===== config.mk =====
export PLATFORM = sky130hd
export DESIGN_NAME = step_countdown_ctrl_flat
export DESIGN_NICKNAME = d
export VERILOG_FILES = /design/src/rtl/step_countdown_if.sv /design/src/rtl/step_countdown_ctrl.sv /design/src/flat_wrapper.sv
export SDC_FILE = /design/constraint.sdc
export NUM_CORES = 1
export LEC_CHECK = 0
export CORE_UTILIZATION = 42
export DETAILED_ROUTE_END_ITERATION = 10
export PLACE_DENSITY = 0.79
export SETUP_SLACK_MARGIN = 0.05
export SYNTH_ARGS = -nofsm -noshare
export SYNTH_HDL_FRONTEND = slang
export SYNTH_SLANG_ARGS = --single-unit

===== constraint.sdc =====
create_clock -name clk -period 1.5 [get_ports clk]
set_clock_uncertainty 0.2 [all_clocks]
set_input_delay 0.3 -clock clk [delete_from_list [all_inputs] [get_ports clk]]
set_output_delay 0.3 -clock clk [all_outputs]
set_load 0.005 [all_outputs]

===== src/rtl/step_countdown_if.sv =====
// Handshake bundle between the top-level control FSM (master) and the
// step countdown sequencer (slave).
interface step_countdown_if #(
    parameter int NBITS = 8
);
    logic             start;
    logic             abort;
    logic [NBITS-1:0] init_value;
    logic             step_ack;
    logic             step_req;
    logic             busy;
    logic             last_step;
    logic [NBITS-1:0] count;
    logic [NBITS-1:0] iter;
    logic             done;
    logic             aborted;

    modport master (
        output start, abort, init_value, step_ack,
        input  step_req, busy, last_step, count, iter, done, aborted
    );

    modport slave (
        input  start, abort, init_value, step_ack,
        output step_req, busy, last_step, count, iter, done, aborted
    );
endinterface


===== src/rtl/step_countdown_ctrl.sv =====
// Issues one step request at a time to a stepped datapath, decrementing the
// remaining budget by STEP per acknowledged step until it is exhausted.
//
// state   | meaning
// --------+------------------------------------------------------------
// S_IDLE  | waiting for start; count/iter hold last sequence's values
// S_RUN   | step_req high, waiting for step_ack
// S_GAP   | one cycle of step_req low between consecutive requests
// S_DONE  | one-cycle done pulse, budget exhausted
// S_ABORT | one-cycle aborted pulse, sequence cancelled
module step_countdown_ctrl #(
    parameter int NBITS = 8,
    parameter int STEP  = 2
) (
    input logic            clk,
    input logic            reset,
    step_countdown_if.slave bus
);
    localparam logic [NBITS-1:0] STEP_W = NBITS'(STEP);

    typedef enum logic [2:0] {
        S_IDLE,
        S_RUN,
        S_GAP,
        S_DONE,
        S_ABORT
    } state_t;

    state_t           r_state;
    logic [NBITS-1:0] r_count;
    logic [NBITS-1:0] r_iter;

    state_t           w_state_nxt;
    logic [NBITS-1:0] w_count_nxt;
    logic [NBITS-1:0] w_iter_nxt;

    always_ff @(posedge clk or negedge reset) begin
        if (!reset) begin
            r_state <= S_IDLE;
            r_count <= '0;
            r_iter  <= '0;
        end else begin
            r_state <= w_state_nxt;
            r_count <= w_count_nxt;
            r_iter  <= w_iter_nxt;
        end
    end

    always_comb begin
        w_state_nxt = r_state;
        w_count_nxt = r_count;
        w_iter_nxt  = r_iter;
        case (r_state)
            S_IDLE: begin
                if (bus.start) begin
                    w_count_nxt = bus.init_value;
                    w_iter_nxt  = '0;
                    w_state_nxt = (bus.init_value != '0) ? S_RUN : S_DONE;
                end
            end
            S_RUN: begin
                // abort wins over a coincident ack; the ack is dropped
                if (bus.abort) begin
                    w_state_nxt = S_ABORT;
                end else if (bus.step_ack) begin
                    w_iter_nxt = r_iter + NBITS'(1);
                    if (r_count > STEP_W) begin
                        w_count_nxt = r_count - STEP_W;
                        w_state_nxt = S_GAP;
                    end else begin
                        w_count_nxt = '0;
                        w_state_nxt = S_DONE;
                    end
                end
            end
            S_GAP: begin
                w_state_nxt = bus.abort ? S_ABORT : S_RUN;
            end
            S_DONE:  w_state_nxt = S_IDLE;
            S_ABORT: w_state_nxt = S_IDLE;
            default: w_state_nxt = S_IDLE;
        endcase
    end

    assign bus.step_req  = (r_state == S_RUN);
    assign bus.busy      = (r_state == S_RUN) || (r_state == S_GAP);
    assign bus.last_step = (r_state == S_RUN) && (r_count <= STEP_W);
    assign bus.done      = (r_state == S_DONE);
    assign bus.aborted   = (r_state == S_ABORT);
    assign bus.count     = r_count;
    assign bus.iter      = r_iter;
endmodule


===== src/flat_wrapper.sv =====
// flat-port wrapper written by rule: the top's interface ports become plain ports
module step_countdown_ctrl_flat 
#(
    parameter int NBITS = 8,
    parameter int STEP  = 2
)
  (clk, reset, bus_start, bus_abort, bus_init_value, bus_step_ack, bus_step_req, bus_busy, bus_last_step, bus_count, bus_iter, bus_done, bus_aborted);
  step_countdown_if #(.NBITS(NBITS)) bus_i ();
  input logic clk;
  input logic reset;
  input wire logic [$bits(bus_i.start)-1:0] bus_start;
  input wire logic [$bits(bus_i.abort)-1:0] bus_abort;
  input wire logic [$bits(bus_i.init_value)-1:0] bus_init_value;
  input wire logic [$bits(bus_i.step_ack)-1:0] bus_step_ack;
  output wire logic [$bits(bus_i.step_req)-1:0] bus_step_req;
  output wire logic [$bits(bus_i.busy)-1:0] bus_busy;
  output wire logic [$bits(bus_i.last_step)-1:0] bus_last_step;
  output wire logic [$bits(bus_i.count)-1:0] bus_count;
  output wire logic [$bits(bus_i.iter)-1:0] bus_iter;
  output wire logic [$bits(bus_i.done)-1:0] bus_done;
  output wire logic [$bits(bus_i.aborted)-1:0] bus_aborted;
  assign bus_i.start = bus_start;
  assign bus_i.abort = bus_abort;
  assign bus_i.init_value = bus_init_value;
  assign bus_i.step_ack = bus_step_ack;
  assign bus_step_req = bus_i.step_req;
  assign bus_busy = bus_i.busy;
  assign bus_last_step = bus_i.last_step;
  assign bus_count = bus_i.count;
  assign bus_iter = bus_i.iter;
  assign bus_done = bus_i.done;
  assign bus_aborted = bus_i.aborted;
  step_countdown_ctrl #(.NBITS(NBITS), .STEP(STEP)) u_core (.clk(clk), .reset(reset), .bus(bus_i));
endmodule

==> reports/metrics.csv, run 1 <==
metric;value;unit
outcome;finished, violations left;
violations;setup timing;
slew_viol_final;0;
area_delta_synth_final;108;%
final_core_util;91.0;%
clock-root-buffer;clkbuf_4;
grt_pass1_vias;1495;
wl_per_cell;21.8;um
num-nets-final;245;
die_y;55.4;um
port_buffers;33;
tritoncts;built;
cts_max_path_buffers;2;
grt.total_usage;30.9;%
worst_slew_pin_slew;0.333;ns
synthTopCellsByArea;dfrtp_1 40%, nor2_1 4.1%, o21ai_0 3.8%;
die_x;55.4;um
grt_pass1_wl;7270;um
maxCapViolCount;0;
hold_viol;0;
period_needed;2.03;ns
r2r-start;u_core.r_state[1]$_DFFE_PN0P_;
ys_warn_count;0;
cts_hold_buf;0;
dpl.hpwl;2570;um
detail-route-antenna-nets;0;
n_antenna_cell;0;
grt_remaining_overflow;0;
fp.coreArea;2730;um^2
critPathKind;reg2out;
rsz0062_at_grt;yes;
clock.fmax;0.491;GHz
clk_latency;0.31;ns
r2r_slack;-0.39;ns
die_area;3070;um^2
ys_seq_area_share;39.7;%
place.gp.congestion;0.797;
syn-num-nets;141;
cp.arrival;1.53;ns
cp_max_fo;2;
area.sequential;475;um^2
hold_path_class;in2async;
num-fill-cells;102;
drt_iter0_drc;104;
p_leak;1.11;nW
cp-start-kind;flip-flop;
synth_cells;126;
drt-total-wl;5660;um
grt_start_max_net_pins;20;
rows;19;
vias;1574;
stdcell_area;2490;um^2
avgSynthCellArea;9.51;um^2
timing.rr.end;u_core.bus.count[5]$_DFFE_PN0P_;
ios;34;
yosysTopAreaCell;dfrtp_1;
vias_per_cell;6.05;
htree_levels;1;
end_kind;primary output;
p_per_area;1800;nW/um^2
finalCritPeriodShare;136;%
tns;-7.20;ns
synth_edf_count;0;
ys_types;45;
ys.flop_type;dfrtp_1;
drc;0;
clock_sinks;19;
numCtsBuffers;3;
vdd_drop_max;1.68;mV
finalWorstSetupSlack;-0.535;ns
drive_gt1_share;63.3;%
relSlewSlack;77.6;%
reg2regPathDepth;5;
syn_area;1200;um^2
multiInputGateArea;942;um^2
start_util;43.8;%
async_flop_share;100;%
placedInstanceArea;1850;um^2
setup_violations;25;
clk_pin_slew;0.13;ns
crit_required;1.00;ns
synth_top_area_share;39.7;%
synth_seq_cells;19;
firstDrtPassIters;4;
antenna_found_initial;0;
## worst max path at each step
stage,endpoint,cells after the start,from
2_1_floorplan,u_core.bus.count[2]$_DFFE_PN0P_,5,u_core.r_state[1]$_DFFE_PN0P_
3_3_place_gp,bus_last_step,4,u_core.bus.count[0]$_DFFE_PN0P_
3_5_place_dp,bus_last_step,4,u_core.bus.count[0]$_DFFE_PN0P_
4_1_cts,bus_last_step,4,u_core.bus.count[5]$_DFFE_PN0P_
5_1_grt,bus_last_step,4,u_core.bus.count[6]$_DFFE_PN0P_
6_report,bus_last_step,4,u_core.bus.count[7]$_DFFE_PN0P_
## synth_stat cells, types with 2 or more instances
cell,number
xnor2_1,5
dfrtp_1,19
o21ai_0,9
and2_1,4
nor2_1,13
nand2_1,10
inv_1,7
xor2_1,2
a211oi_1,6
nor3_1,4
o21ai_1,2
a21oi_1,4
o311ai_0,2
nor2b_1,2
nand4bb_1,2
ha_1,2
nand3_1,4
a32oi_1,2
## metrics by stage
step	std cells	power [mW]	worst slack, ns	hold slack (ns)
2_1_floorplan	126	1.70	-0.148	-0.196
3_5_place_dp	220	2.69	-0.510	0.347
4_1_cts	246	3.71	-0.438	0.110
3_3_place_gp	220	2.61	-0.493	0.327
5_1_grt	260	4.66	-0.583	0.127
6_report	260	4.47	-0.535	0.108
## repair_timing
action	in CTS	in global routing
cloned	0	1
gates resized for setup	119	62
buffers inserted	23	20
pin swaps	16	29
setup endpoints to repair	38	38
## sequential cells by signal, indices dropped and copies added, names as in the netlist
register / count
u_core.bus.iter: 8
u_core.bus.count: 8
u_core.r_state: 3
## cell usage in the layout (no fill, tap or decap), types with 3 or more instances in the layout
cell type         n
buf_2             3
buf_12            3
xnor2_1           4
nor3_4            3
inv_1             3
buf_4            42
nand2_1           8
a211oi_2          3
dfrtp_1          19
clkbuf_2          7
clkdlybuf4s50_1  12
nand3_1           4
clkbuf_4          3
a21oi_1           3
buf_6            34
nor2_1            9
o21ai_2           4
o21ai_1           4
## power by group
group / total [mW] / switching, mW / internal, mW
registers: 0.821 / 0.158 / 0.663
logic: 3.36 / 1.54 / 1.82
clock network: 0.294 / 0.194 / 0.0997
total: 4.47 / 1.89 / 2.59
## worst max-delay path, cell delays in order, from the launching register on
cell and delay, ns:
dfrtp_1 0.45, nor4_4 0.32, and2_4 0.20, and2_4 0.15, buf_6 0.09
## kinds of logic (layout without fill, tap and decap cells)
family / Yosys count / count (layout) / synth area share [%]
fa+ha+maj: 2 / 2 / 2.09
compound gates: 38 / 38 / 23.7
flops: 19 / 19 / 39.7
xor+xnor: 7 / 7 / 5.11
buf+inv: 11 / 114 / 5.32
simple gates: 49 / 49 / 24.1
## routing by layer
metal	track usage, %	part of all wire, %	vias to the layer above
li1	-	-	671
met1	38.8	40	793
met2	50.4	51	92
met3	6.32	6.8	18
met4	15.7	2.8	0
met5	0	0	-
## layout make-up
cell class,instances,area share [%]
inverters,7,1.46
clock inverters,1,0.201
clock buffers,3,0.905
repair buffers,103,38.9
well taps,31,1.56
flip-flops and latches,19,19.1
multi-input cells,96,37.9
No activity file was read; power rests on OpenSTA's default activity.
==> run 2, diff against run 1 <==
--- a/config.mk
+++ b/config.mk
@@ -7,6 +7,7 @@
 export LEC_CHECK = 0
 export CORE_UTILIZATION = 42
 export DETAILED_ROUTE_END_ITERATION = 10
+export GPL_TIMING_DRIVEN = 0
 export PLACE_DENSITY = 0.79
 export SETUP_SLACK_MARGIN = 0.05
 export SYNTH_ARGS = -nofsm -noshare
==> run 2 against run 1 <==
Compared with the run above: the flow finishes with violations (hold timing, setup timing); cell count is 4.2% lower; clock power hardly changed; maximum frequency is 2.6% lower; cell area is 5.9% lower; largest cell class is now multi-input combinational cells.
==> reports/metrics.csv, run 2 (synthesized netlist as in run 1, its figures left out) <==
metric;value;unit
outcome;finished, violations left;
violations;hold timing, setup timing;
slew_viol_final;0;
drt-total-wl;5570;um
stdcell_area;2340;um^2
drt_iter0_drc;99;
p_switching;1.95;mW
tritoncts;built;
area.sequential;482;um^2
clk_latency;0.32;ns
critPathKind;reg2out;
cp-start-kind;flip-flop;
firstDrtPassIters;4;
port_buffers;33;
p_per_area;1880;nW/um^2
internal_power;2.46;mW
critPathMaxStageDelay;0.45;ns
multiInputGateArea;915;um^2
reg2regPathDepth;6;
vdd_drop_max;1.85;mV
drive_gt1_share;61.0;%
r2r-start;u_core.r_state[0]$_DFFE_PN0P_;
finalCritPeriodShare;139;%
combinationalPowerShare;74.0;%
num-fill-cells;127;
timing.rr.end;u_core.bus.count[4]$_DFFE_PN0P_;
fp.coreArea;2730;um^2
clk_pin_slew;0.14;ns
rsz0062_at_grt;yes;
crit_chain;nor4_4 > and2_4 > and2_4 > buf_6;
wl_per_cell;22.4;um
num-nets-final;234;
cp.arrival;1.59;ns
crit_required;1.00;ns
vias;1534;
grt_pass1_wl;7170;um
hold_slack;-0.102;ns
p_clk_share;6.7;%
end_kind;primary output;
detail-route-antenna-nets;0;
relSlewSlack;36.4;%
placedInstanceArea;1600;um^2
maxCapViolCount;0;
drc;0;
cts_max_path_buffers;2;
grt_remaining_overflow;0;
crit_top_cell;and2_4;
most-common-layout-cells;33 x buf_6, 31 x buf_4, 14 x dfrtp_1, 10 x nor2_1, 9 x clkdlybuf4s50_1;
hold_viol;19;
grt.total_usage;30.1;%
final_common_cell;buf_6;
antenna_found_initial;0;
hold_path_class;in2async;
area_delta_synth_final;95.3;%
vias_per_cell;6.16;
cpMaxStageDelayCell;dfrtp_2;
worst_slew_pin_slew;0.952;ns
period_needed;2.09;ns
dpl.hpwl;2240;um
clock_sinks;19;
die_y;55.4;um
clock.fmax;0.479;GHz
start_util;43.8;%
place.gp.congestion;0.860;
die_area;3070;um^2
rows;19;
numCtsBuffers;3;
cts_hold_buf;0;
grt_start_max_net_pins;20;
n_antenna_cell;0;
tns;-8.04;ns
cp_max_fo;2;
htree_levels;1;
setup_violations;27;
grt_pass1_vias;1494;
die_x;55.4;um
swShare;44.2;%
clock-root-buffer;clkbuf_4;
ios;34;
p_leak;1.06;nW
finalWorstSetupSlack;-0.588;ns
r2r_slack;-0.47;ns
p_seq_share;19.3;%
[run 2: changes by cell type in the layout (fill, tap and decap cells not counted), moves of 3 or more]
cell,previous run,this run
a21oi_1,3,0
clkbuf_2,7,2
buf_2,3,8
dfrtp_2,0,5
clkdlybuf4s15_1,0,5
clkdlybuf4s50_1,12,9
buf_12,3,0
nand2_1,8,5
a21oi_2,1,4
buf_4,42,31
dfrtp_1,19,14
[run 2: per-stage QoR]
| stage | worst slack [ns] | utilization [%] | hold slack (ns) | power, mW | cells |
|---|---|---|---|---|---|
| 2_1_floorplan | -0.148 | - | -0.196 | 1.70 | 126 |
| 3_3_place_gp | -0.675 | 58.7 | 0.327 | 2.24 | 190 |
| 3_5_place_dp | -0.695 | 58.7 | 0.345 | 2.29 | 190 |
| 4_1_cts | -0.469 | 76.4 | 0.253 | 3.49 | 237 |
| 5_1_grt | -0.589 | 85.6 | -0.0134 | 4.54 | 249 |
| 6_report | -0.588 | 85.6 | -0.102 | 4.41 | 249 |
[run 2: routing by layer]
layer / routed length, um / vias up / GRT usage, %
li1: - / 648 / -
met1: 2340 / 769 / 39.5
met2: 2700 / 88 / 46.5
met3: 323 / 29 / 4.92
met4: 202 / 0 / 18.6
met5: 0 / - / 0
[run 2: final cells by class]
| type | count | area share, % |
|---|---|---|
| buffer | 3 | 2.03 |
| clock buffer | 3 | 0.962 |
| clock inverter | 1 | 0.214 |
| inverter | 7 | 1.23 |
| multi-input combinational | 96 | 39.1 |
| sequential | 19 | 20.6 |
| tap | 31 | 1.66 |
| timing repair buffer | 89 | 34.3 |
[run 2: worst max path at each step]
stage                               startpoint                         endpoint  slack, ns  cells after the start
3_3_place_gp                         bus_abort  u_core.bus.count[1]$_DFFE_PN0P_      -0.67                      6
2_1_floorplan    u_core.r_state[1]$_DFFE_PN0P_  u_core.bus.count[2]$_DFFE_PN0P_      -0.15                      5
4_1_cts        u_core.bus.count[5]$_DFFE_PN0P_                    bus_last_step      -0.47                      4
5_1_grt        u_core.bus.count[4]$_DFFE_PN0P_                    bus_last_step      -0.59                      4
6_report       u_core.bus.count[4]$_DFFE_PN0P_                    bus_last_step      -0.59                      4
3_5_place_dp                         bus_abort  u_core.bus.count[1]$_DFFE_PN0P_      -0.70                      6
[run 2: repair_timing]
| action | CTS | global route |
|---|---|---|
| hold endpoints to repair | 0 | 19 |
| pin swaps | 20 | 22 |
| resized for setup | 122 | 47 |
| endpoints found under the setup margin | 39 | 36 |
| gates cloned | 1 | 1 |
| buffers inserted | 42 | 17 |
[run 2: critical path, delay by kind of cell (launching register included)]
family	cells	cell delay, ns
AND/OR/NAND/NOR	3	0.73
flip-flops	1	0.45
buffers and inverters	1	0.08
[run 2: power by group through the flow]
stage	Sequential (mW)	Clock (mW)	Combinational (mW)
2_1_floorplan	0.862	0	0.837
3_3_place_gp	0.880	0	1.36
3_5_place_dp	0.893	0	1.40
4_1_cts	0.834	0.271	2.38
5_1_grt	0.859	0.301	3.38
6_report	0.852	0.295	3.26
